**src/rtl/fma16_pkg.sv**
```systemverilog
// Shared types and constants for the fma16 scheduler slice.
//   op_t      : request opcodes understood by the scheduler (5..7 are illegal)
//   state_t   : scheduler FSM states
//   dec_t     : decoded datapath operands/controls plus a legal flag
//   decode_op : maps an opcode and raw operands to datapath inputs
package fma16_pkg;

  typedef enum logic [2:0] {
    OP_FMA  = 3'd0,
    OP_MUL  = 3'd1,
    OP_ADD  = 3'd2,
    OP_FMS  = 3'd3,
    OP_FNMA = 3'd4
  } op_t;

  typedef enum logic [1:0] {
    ST_IDLE,
    ST_EXEC,
    ST_RESP
  } state_t;

  localparam logic [15:0] ONE_H    = 16'h3C00;
  localparam logic [15:0] QNAN_H   = 16'h7E00;
  localparam logic [3:0]  FLAG_INV = 4'b1000;

  typedef struct packed {
    logic        legal;
    logic [15:0] x;
    logic [15:0] y;
    logic [15:0] z;
    logic        mul;
    logic        add;
    logic        negp;
    logic        negz;
  } dec_t;

  function automatic dec_t decode_op(input logic [2:0]  op,
                                     input logic [15:0] x,
                                     input logic [15:0] y,
                                     input logic [15:0] z);
    dec_t d;
    d = '{legal: 1'b1, x: x, y: y, z: z,
          mul: 1'b1, add: 1'b1, negp: 1'b0, negz: 1'b0};
    case (op)
      OP_FMA:  ;
      OP_MUL:  begin d.z = '0;    d.add = 1'b0; end
      OP_ADD:  begin d.y = ONE_H; d.mul = 1'b0; end
      OP_FMS:  d.negz = 1'b1;
      OP_FNMA: d.negp = 1'b1;
      default: d.legal = 1'b0;
    endcase
    return d;
  endfunction

endpackage

```
**src/rtl/fma16_rr_arb.sv**
```systemverilog
// Two-way round-robin arbiter.
//   clk, reset_n : clock, asynchronous active-low reset
//   valid[1:0]   : requester valids
//   en           : arbitration enable (scheduler idle)
//   grant[1:0]   : one-hot or zero grant, used directly as req_ready
module fma16_rr_arb (
  input  logic       clk,
  input  logic       reset_n,
  input  logic [1:0] valid,
  input  logic       en,
  output logic [1:0] grant
);

  logic last_grant_q, last_grant_d;

  always_comb begin
    grant = '0;
    if (en) begin
      if (valid == 2'b11) grant = last_grant_q ? 2'b01 : 2'b10;
      else                grant = valid;
    end
    // A grant is only ever given to a valid requester, so every grant
    // is also a completed handshake.
    last_grant_d = last_grant_q;
    if (|grant) last_grant_d = grant[1];
  end

  always_ff @(posedge clk or negedge reset_n) begin
    if (!reset_n) last_grant_q <= 1'b1;
    else          last_grant_q <= last_grant_d;
  end

endmodule

```
**src/rtl/fma16_sched.sv**
```systemverilog
// Scheduler/sequencer for the shared fma16 datapath.
//   req_*    : two valid/ready request ports (operands, opcode, roundmode)
//   fma_*    : registered operands/controls to the datapath; fma_result and
//              fma_flags are sampled after LAT cycles of stable operands
//   resp_*   : tagged response port (valid/ready)
//   busy     : high whenever not idle
//   op_count : completed responses, wraps at 2^16
module fma16_sched
  import fma16_pkg::*;
#(
  parameter int unsigned LAT = 2
) (
  input  logic        clk,
  input  logic        reset_n,
  input  logic [1:0]  req_valid,
  output logic [1:0]  req_ready,
  input  logic [15:0] req_x0,
  input  logic [15:0] req_y0,
  input  logic [15:0] req_z0,
  input  logic [15:0] req_x1,
  input  logic [15:0] req_y1,
  input  logic [15:0] req_z1,
  input  logic [2:0]  req_op0,
  input  logic [2:0]  req_op1,
  input  logic [1:0]  req_rm0,
  input  logic [1:0]  req_rm1,
  output logic [15:0] fma_x,
  output logic [15:0] fma_y,
  output logic [15:0] fma_z,
  output logic        fma_mul,
  output logic        fma_add,
  output logic        fma_negp,
  output logic        fma_negz,
  output logic [1:0]  fma_rm,
  input  logic [15:0] fma_result,
  input  logic [3:0]  fma_flags,
  output logic        resp_valid,
  input  logic        resp_ready,
  output logic        resp_id,
  output logic [15:0] resp_result,
  output logic [3:0]  resp_flags,
  output logic        busy,
  output logic [15:0] op_count
);

  state_t      state_q, state_d;
  logic [3:0]  cnt_q, cnt_d;
  logic        id_q, id_d;
  logic [15:0] fma_x_q, fma_x_d, fma_y_q, fma_y_d, fma_z_q, fma_z_d;
  logic        fma_mul_q, fma_mul_d, fma_add_q, fma_add_d;
  logic        fma_negp_q, fma_negp_d, fma_negz_q, fma_negz_d;
  logic [1:0]  fma_rm_q, fma_rm_d;
  logic        resp_valid_q, resp_valid_d, resp_id_q, resp_id_d;
  logic [15:0] resp_result_q, resp_result_d;
  logic [3:0]  resp_flags_q, resp_flags_d;
  logic        busy_q, busy_d;
  logic [15:0] op_count_q, op_count_d;

  logic [1:0]  grant;
  logic        sel;
  logic [1:0]  rm_sel;
  dec_t        dec;

  fma16_rr_arb u_arb (
    .clk     (clk),
    .reset_n (reset_n),
    .valid   (req_valid),
    .en      (state_q == ST_IDLE),
    .grant   (grant)
  );

  assign sel    = grant[1];
  assign rm_sel = sel ? req_rm1 : req_rm0;
  assign dec    = sel ? decode_op(req_op1, req_x1, req_y1, req_z1)
                      : decode_op(req_op0, req_x0, req_y0, req_z0);

  always_comb begin
    state_d       = state_q;
    cnt_d         = cnt_q;
    id_d          = id_q;
    fma_x_d       = fma_x_q;
    fma_y_d       = fma_y_q;
    fma_z_d       = fma_z_q;
    fma_mul_d     = fma_mul_q;
    fma_add_d     = fma_add_q;
    fma_negp_d    = fma_negp_q;
    fma_negz_d    = fma_negz_q;
    fma_rm_d      = fma_rm_q;
    resp_valid_d  = resp_valid_q;
    resp_id_d     = resp_id_q;
    resp_result_d = resp_result_q;
    resp_flags_d  = resp_flags_q;
    op_count_d    = op_count_q;

    case (state_q)
      ST_IDLE: begin
        if (|grant) begin
          id_d = sel;
          if (dec.legal) begin
            fma_x_d    = dec.x;
            fma_y_d    = dec.y;
            fma_z_d    = dec.z;
            fma_mul_d  = dec.mul;
            fma_add_d  = dec.add;
            fma_negp_d = dec.negp;
            fma_negz_d = dec.negz;
            fma_rm_d   = rm_sel;
            cnt_d      = 4'(LAT - 1);
            state_d    = ST_EXEC;
          end else begin
            // Illegal opcodes bypass the datapath and leave fma_* untouched.
            resp_id_d     = sel;
            resp_result_d = QNAN_H;
            resp_flags_d  = FLAG_INV;
            resp_valid_d  = 1'b1;
            state_d       = ST_RESP;
          end
        end
      end
      ST_EXEC: begin
        if (cnt_q == 4'd0) begin
          resp_id_d     = id_q;
          resp_result_d = fma_result;
          resp_flags_d  = fma_flags;
          resp_valid_d  = 1'b1;
          state_d       = ST_RESP;
        end else begin
          cnt_d = cnt_q - 4'd1;
        end
      end
      ST_RESP: begin
        if (resp_ready) begin
          resp_valid_d = 1'b0;
          op_count_d   = op_count_q + 16'd1;
          state_d      = ST_IDLE;
        end
      end
      default: state_d = ST_IDLE;
    endcase

    busy_d = (state_d != ST_IDLE);
  end

  always_ff @(posedge clk or negedge reset_n) begin
    if (!reset_n) begin
      state_q       <= ST_IDLE;
      cnt_q         <= '0;
      id_q          <= 1'b0;
      fma_x_q       <= '0;
      fma_y_q       <= '0;
      fma_z_q       <= '0;
      fma_mul_q     <= 1'b0;
      fma_add_q     <= 1'b0;
      fma_negp_q    <= 1'b0;
      fma_negz_q    <= 1'b0;
      fma_rm_q      <= '0;
      resp_valid_q  <= 1'b0;
      resp_id_q     <= 1'b0;
      resp_result_q <= '0;
      resp_flags_q  <= '0;
      busy_q        <= 1'b0;
      op_count_q    <= '0;
    end else begin
      state_q       <= state_d;
      cnt_q         <= cnt_d;
      id_q          <= id_d;
      fma_x_q       <= fma_x_d;
      fma_y_q       <= fma_y_d;
      fma_z_q       <= fma_z_d;
      fma_mul_q     <= fma_mul_d;
      fma_add_q     <= fma_add_d;
      fma_negp_q    <= fma_negp_d;
      fma_negz_q    <= fma_negz_d;
      fma_rm_q      <= fma_rm_d;
      resp_valid_q  <= resp_valid_d;
      resp_id_q     <= resp_id_d;
      resp_result_q <= resp_result_d;
      resp_flags_q  <= resp_flags_d;
      busy_q        <= busy_d;
      op_count_q    <= op_count_d;
    end
  end

  assign req_ready   = grant;
  assign fma_x       = fma_x_q;
  assign fma_y       = fma_y_q;
  assign fma_z       = fma_z_q;
  assign fma_mul     = fma_mul_q;
  assign fma_add     = fma_add_q;
  assign fma_negp    = fma_negp_q;
  assign fma_negz    = fma_negz_q;
  assign fma_rm      = fma_rm_q;
  assign resp_valid  = resp_valid_q;
  assign resp_id     = resp_id_q;
  assign resp_result = resp_result_q;
  assign resp_flags  = resp_flags_q;
  assign busy        = busy_q;
  assign op_count    = op_count_q;

endmodule

```
**config.mk**
```make
export PLATFORM = sky130hd
export DESIGN_NAME = fma16_sched
export DESIGN_NICKNAME = d
export VERILOG_FILES = /design/src/rtl/fma16_pkg.sv /design/src/rtl/fma16_rr_arb.sv /design/src/rtl/fma16_sched.sv
export SDC_FILE = /design/constraint.sdc
export NUM_CORES = 1
export LEC_CHECK = 0
export BUFFER_PORTS_ARGS = -buffer_cell sky130_fd_sc_hd__buf_2
export CAP_MARGIN = 15
export CORE_AREA = 2 2 128 99
export CTS_CLUSTER_DIAMETER = 100
export DETAILED_ROUTE_END_ITERATION = 7
export DIE_AREA = 0 0 130 101
export MAX_ROUTING_LAYER = met4
export PLACE_DENSITY = 0.76
export SYNTH_ARGS = -nofsm -noshare
export SYNTH_HDL_FRONTEND = slang
export SYNTH_SLANG_ARGS = --single-unit
```
**constraint.sdc**
```tcl
create_clock -name clk -period 2.2 [get_ports clk]
set_clock_uncertainty 0.05 [all_clocks]
set_input_delay 0.22 -clock clk [delete_from_list [all_inputs] [get_ports clk]]
set_output_delay 0.22 -clock clk [all_outputs]
set_load 0.03 [all_outputs]
```
==> results of run 1 <==
==> through the flow <==
| stage | std cells | util [%] | setup WS, ns | power (mW) | area [um2] |
|---|---|---|---|---|---|
| after floorplan | 473 | - | 0.0634 | 6.25 | 4980 |
| after global placement | 850 | 52.8 | 0.319 | 7.45 | 6310 |
| after detailed placement | 850 | 52.8 | 0.247 | 7.62 | 6310 |
| after CTS | 867 | 55.8 | 0.144 | 9.51 | 6670 |
| after global routing | 867 | 55.8 | 0.0202 | 9.97 | 6670 |
| final | 867 | 55.8 | 0.149 | 9.42 | 6670 |
==> cells in the mapped netlist (5+ instances only) <==
cell / count
dfrtp_1: 100
nand2_1: 69
mux2_2: 58
o21ai_0: 46
nand4_1: 31
nor2_1: 24
clkbuf_1: 22
a21oi_1: 18
mux2_1: 15
nand3_1: 13
xnor2_1: 10
or3b_2: 6
a211oi_1: 5
buf_6: 5
xor2_1: 5
==> power by group <==
group | total (mW) | switching, mW | internal (mW)
clock | 1.85 | 0.714 | 1.13
combinational | 4.51 | 2.87 | 1.64
sequential | 3.06 | 0.454 | 2.61
==> metal layers <==
metal | up-vias | part of all wire [%]
met1 | 2063 | 43
met4 | 0 | 1.8
met2 | 179 | 49
met3 | 16 | 6.3
met5 | - | 0
li1 | 2120 | -
==> logic make-up after synthesis <==
logic type | count (synthesis) | share of synthesized area (%)
buffers and inverters | 35 | 3.47
XOR/XNOR | 15 | 2.64
adder cells (fa/ha/maj) | 3 | 0.753
AO/OA/AOI/OAI | 80 | 9.34
flip-flops | 101 | 50.8
multiplexers | 75 | 16.9
AND/OR/NAND/NOR | 164 | 16.1
==> worst min path at each step <==
stage                    from               to  slack, ns  cells after the start
2_1_floorplan         reset_n             busy      -0.13                      0
3_3_place_gp          reset_n        fma_x[12]       0.14                      1
3_5_place_dp          reset_n        fma_x[10]       0.15                      1
4_1_cts        fma_result[15]  resp_result[15]       0.02                      3
5_1_grt         fma_result[1]   resp_result[1]       0.04                      3
6_report        fma_result[2]   resp_result[2]       0.04                      3
==> flip-flops by register name (all words and copies together) (netlist names), 2 cells and up <==
register and count:
cnt_q 4, fma_rm 2, fma_x 16, fma_y 16, fma_z 16, op_count 16, resp_flags 4, resp_result 16
state_q 2
==> critical path, cell delays in order (launching register included) <==
cell	delay [ns]
dfstp_2	0.38
a21boi_2	0.23
nand2_2	0.10
inv_2	0.12
buf_4	0.32
buf_2	0.27
==> cell type report <==
| cell class | instances | share of cell area (%) |
|---|---|---|
| inverter | 5 | 0.281 |
| sequential | 101 | 37.9 |
| tap | 166 | 3.11 |
| clock buffer | 9 | 3.38 |
| timing repair buffer | 242 | 19.2 |
| clock inverter | 7 | 1.91 |
| multi-input combinational | 337 | 34.2 |
==> layout by cell type (no fill, tap or decap), types with 2 or more instances in the layout <==
cell       count
clkbuf_16      9
mux2_1        15
nand3_1       13
a21oi_1       18
o21ai_0       46
nor2b_1        2
xor2_1         5
a211oi_1       5
ha_1           3
nand2b_1       3
nor2_1        24
nor4_1         2
or3b_2         6
and3_1         2
mux2_2        58
bufinv_16      3
nand2_1       69
xnor2_1       10
buf_4         15
nand4_1       31
mux2i_1        2
inv_6          3
nor3_1         2
inv_1          4
nand3b_1       3
buf_12         2
nor3b_1        4
buf_2        224
dfrtp_1      100
==> what timing repair did <==
action | in CTS | in global routing
endpoints found under the hold margin | 29 | 0
hold buffers | 1 | 0
resized for setup | 0 | 0
==> impl_metrics.tcl, run 1 <==
set metrics [dict create \
    crit_fanout 34 \
    cts_tree "built" \
    clkSinkCount 101 \
    first_global_vias 4363 \
    grt.met2_usage_pct 35.5 \
    vias 4378 \
    status "finished clean" \
    syn_area_um2 4980 \
    final_period_minus_worst_setup_slack_ns 2.05 \
    ff_latch_area_um2 2530 \
    finalNetCount 830 \
    cellLeakagePower_nw 3.28 \
    synthTopCellsByArea "dfrtp_1 (50%), mux2_2 (13%), nand2_1 (5.2%), o21ai_0 (4.6%), nand4_1 (3.9%)" \
    worstReg2RegEnd "fma_x[9]" \
    grt.busiest_layer "met2" \
    antenna_found_initial 0 \
    required_ns 1.93 \
    initial_core_util_pct 41.7 \
    fillers 1062 \
    drv_cap 0 \
    slew_viol_final 0 \
    grt_max_degree 56 \
    floorplan.die_area_um2 13100 \
    area_growth_pct 33.9 \
    cts_root_buf "clkbuf_16" \
    drive_gt1_share_pct 46.9 \
    hold_ws_ns 0.0393 \
    yosys_warnings 0 \
    synthCells 473 \
    fmax_mhz 488 \
    maxSlewHeadroom_pct 54.2 \
    row_count 35 \
    ys_seq_area_share_pct 50.8 \
    final-setup-viol-count 0 \
    drc_errors 0 \
    timing.rr.start "u_arb.last_grant_q" \
    drt-total-wl_um 13200 \
    drtIter0Drc 131 \
    use_met3_pct 4.46 \
    core-area_um2 12000 \
    hold_viol 0 \
    die_w_um 130 \
    gr-total-overflow 0 \
    crit_start "u_arb.last_grant_q" \
    synth_top_cell_by_area "dfrtp_1" \
    cts_buffers 9 \
    post_cts_buffers 0 \
    wl_per_cell_um 15.2 \
    grt_usage_pct 20.6 \
    finalSetupTns_ns 0 \
    cp-endpoint "req_ready[1]" \
    htreeDepth 3 \
    synthFlopType "dfrtp_1" \
    synth.avg_cell_area_um2 10.5 \
    path_clk_slew_ns 0.07 \
    fp.dieH_um 101 \
    grt_pass1_wl_um 20700 \
    critical_path_class "register to output pin" \
    p_per_area_nw_per_um2 1410 \
    cp-end-kind "output pin" \
    synth.distinct_cells 42 \
    start_kind "register" \
    ir_worst_vdd_v 0.000712 \
    clk_latency_ns 0.34 \
    yosys.area.top_type_share_pct 50.2 \
    post-route-period-util_pct 93.2 \
    diodes 0 \
    ys_async_sr_fraction_pct 100 \
    rsz0062_at_grt "no" \
    routed_via_density 5.05 \
    drtPass1Iterations 5 \
    r2r_setup_slack_ns 0.22 \
    worst-r2r-cell-count 6 \
    dp_hpwl_um 9750 \
    hp-class "input pin to register" \
    gp_congestion 0.823 \
    crit_arrival_ns 1.78 \
    met1_usage_pct 24.0 \
    tightest_slew_ns 0.685 \
    syn_nets 607 \
    synth_edf_count 0 \
    ctsLongestPathBuffers 2 \
    synth-seq-cells 101 \
    io_buffers 225 \
    multi_input_area_um2 2280 \
    pin_count 226 \
    ant_nets 0 \
]
No activity file was read; power rests on OpenSTA's default activity.
==> run 2: changes to the inputs <==
ABC_AREA = 1   (was unset)
CORE_AREA = 2 2 130 100   (was 2 2 128 99)
DIE_AREA = 0 0 132 102   (was 0 0 130 101)
PLACE_DENSITY = 0.77   (was 0.76)
SKIP_CTS_REPAIR_TIMING = 1   (was unset)
==> run 2 against run 1 <==
Net effect:
- final cell count grew 26%
- sequential power increased by 1%
- cell area grew 2.8%
- critical path type unchanged
- critical endpoint unchanged
- largest cell class unchanged
==> impl_metrics.tcl, run 2 <==
set metrics [dict create \
    pin_count 226 \
    syn_area_um2 5260 \
    hp-class "input pin to register" \
    synth_top_cell_by_area "dfrtp_1" \
    diodes 0 \
    final_period_minus_worst_setup_slack_ns 1.97 \
    syn_nets 835 \
    crit_arrival_ns 1.70 \
    dp_slack_ns 0.386 \
    grt_max_degree 102 \
    drtPass1Iterations 5 \
    r2r_setup_slack_ns 0.39 \
    synth-seq-cells 101 \
    rsz0062_at_grt "no" \
    clockPowerShare_pct 17.2 \
    final-setup-viol-count 0 \
    first_global_vias 4890 \
    required_ns 1.93 \
    synth.distinct_cells 28 \
    pwr-share-comb_pct 51.3 \
    floorplan.die_area_um2 13500 \
    cts_tree "built" \
    io_buffers 225 \
    finalSetupTns_ns 0 \
    maxSlewHeadroom_pct 61.2 \
    critical_path_class "register to output pin" \
    worst-r2r-cell-count 9 \
    hold_ws_ns 0.110 \
    mostFrequentLayoutCell "nand2_1" \
    die_w_um 132 \
    ctsLongestPathBuffers 2 \
    hold_viol 0 \
    drt-total-wl_um 13500 \
    antenna_found_initial 0 \
    ys_async_sr_fraction_pct 100 \
    tightest_slew_ns 0.582 \
    drive_gt1_share_pct 30.6 \
    cts_buffers 9 \
    start_kind "register" \
    hold_depth 5 \
    gp_congestion 0.844 \
    swShare_pct 47.7 \
    yosysMostFrequentCell "nand2_1" \
    gr-total-overflow 0 \
    path_clk_slew_ns 0.07 \
    yosys.area.top_type_share_pct 47.6 \
    internal_power_mw 5.16 \
    synth_common_cells "nand2_1 (326), dfrtp_1 (100), nor2_1 (46)" \
    timing.rr.start "u_arb.last_grant_q" \
    ir_worst_vdd_v 0.000734 \
    cts_root_buf "clkbuf_16" \
    drtIter0Drc 209 \
    wl_per_cell_um 12.4 \
    slew_viol_final 0 \
    clkSinkCount 101 \
    area_growth_pct 30.4 \
    synthTopCellsByArea "dfrtp_1 (48%), nand2_1 (23%), o21ai_0 (3.4%), nor2_1 (3.3%), inv_1 (2.9%)" \
    vias 5090 \
    initial_core_util_pct 43.4 \
    wl_met3_um 702 \
    core-area_um2 12100 \
    hold_end "fma_z[9]" \
    power_frac_seq_pct 31.4 \
    setup_slack_ns 0.233 \
    synth.avg_cell_area_um2 7.50 \
    p_per_area_nw_per_um2 1440 \
    ant_nets 0 \
    ys_seq_area_share_pct 48.1 \
    htreeDepth 3 \
    crit_fanout 19 \
    status "finished clean" \
    fp.dieH_um 102 \
    dp_hpwl_um 10100 \
    worstReg2RegEnd "fma_x[9]" \
    post-route-period-util_pct 89.4 \
    synthFlopType "dfrtp_1" \
    routed_via_density 4.67 \
    synthCells 701 \
    cp-end-kind "output pin" \
    synth_edf_count 0 \
    hold_start "req_z0[9]" \
    drc_errors 0 \
    clk_latency_ns 0.33 \
    drv_cap 0 \
    cellLeakagePower_nw 3.94 \
    fmax_mhz 509 \
    highest_layer "met4" \
    grt_pass1_wl_um 22600 \
    wl_met1_um 6560 \
    grt_usage_pct 21.2 \
    row_count 35 \
    finalNetCount 1052 \
    wl_met2_um 6110 \
    netSwitchingPower_mw 4.70 \
    layout_common_cells "nand2_1 (326), buf_2 (224), dfrtp_1 (100)" \
    yosys_warnings 0 \
]
run 2: cell count changes in the layout (fill, tap and decap cells not counted), sizes merged, moves of 6 or more:
| cell | before | now |
|---|---|---|
| a21oi | 18 | 7 |
| nand4 | 31 | 24 |
| inv | 9 | 45 |
| nor2 | 25 | 50 |
| mux2 | 73 | 0 |
| or3b | 6 | 0 |
| o21ai | 47 | 55 |
| or2 | 0 | 26 |
| nand2 | 70 | 328 |
run 2: cells by family (layout without fill, tap and decap cells):
family | after synthesis | count (layout) | share of synthesized area (%)
simple gates | 446 | 446 | 36.1
flops | 101 | 101 | 48.1
buf+inv | 76 | 298 | 7.02
compound gates | 62 | 62 | 5.97
xor+xnor | 13 | 13 | 2.16
fa+ha+maj | 3 | 3 | 0.714
run 2: cell type report:
cell class,instances,area [um2]
clock buffers,11,243
clock inverters,5,81.3
fillers,1156,5270
inverters,44,168
multi-input cells,524,2360
flip-flops and latches,101,2530
well taps,166,208
repair buffers,238,1270
run 2: routing by layer:
metal / track usage, % / vias to the layer above
li1: - / 2612
met1: 27.2 / 2303
met2: 35.2 / 161
met3: 4.32 / 14
met4: 4.77 / 0
met5: - / -
run 2: power by group through the flow:
| stage | Clock (mW) | Sequential, mW | Combinational (mW) |
|---|---|---|---|
| floorplan | 0 | 4.43 | 2.32 |
| global placement | 0 | 3.11 | 4.98 |
| detailed placement | 0 | 3.11 | 5.10 |
| CTS | 1.74 | 3.10 | 5.10 |
| global route | 1.82 | 3.20 | 5.59 |
| finish | 1.70 | 3.10 | 5.06 |
run 2: how the worst max path moves through the flow:
stage / from / slack [ns] / to / depth (start not counted)
3_3_place_gp: state_q[1] / 0.47 / resp_result[10] / 7
6_report: state_q[0] / 0.23 / req_ready[1] / 5
5_1_grt: state_q[0] / 0.11 / req_ready[1] / 5
3_5_place_dp: state_q[0] / 0.39 / fma_x[10] / 8
4_1_cts: state_q[0] / 0.11 / req_ready[1] / 5
2_1_floorplan: state_q[0] / 0.68 / fma_rm[1] / 7
run 2: worst max-delay path: stages, from the launching register on:
cell and delay (ns):
dfrtp_1 0.43, nor2_4 0.19, nand3_2 0.11, buf_4 0.23, inv_4 0.17, buf_2 0.23
run 2: through the flow:
step	std cells	instance area, um2	power, mW	util (%)
2_1_floorplan	701	5260	6.75	-
3_3_place_gp	1072	6520	8.09	53.7
3_5_place_dp	1072	6520	8.21	53.7
4_1_cts	1088	6840	9.94	56.4
5_1_grt	1089	6860	10.6	56.5
6_report	1089	6860	9.86	56.5
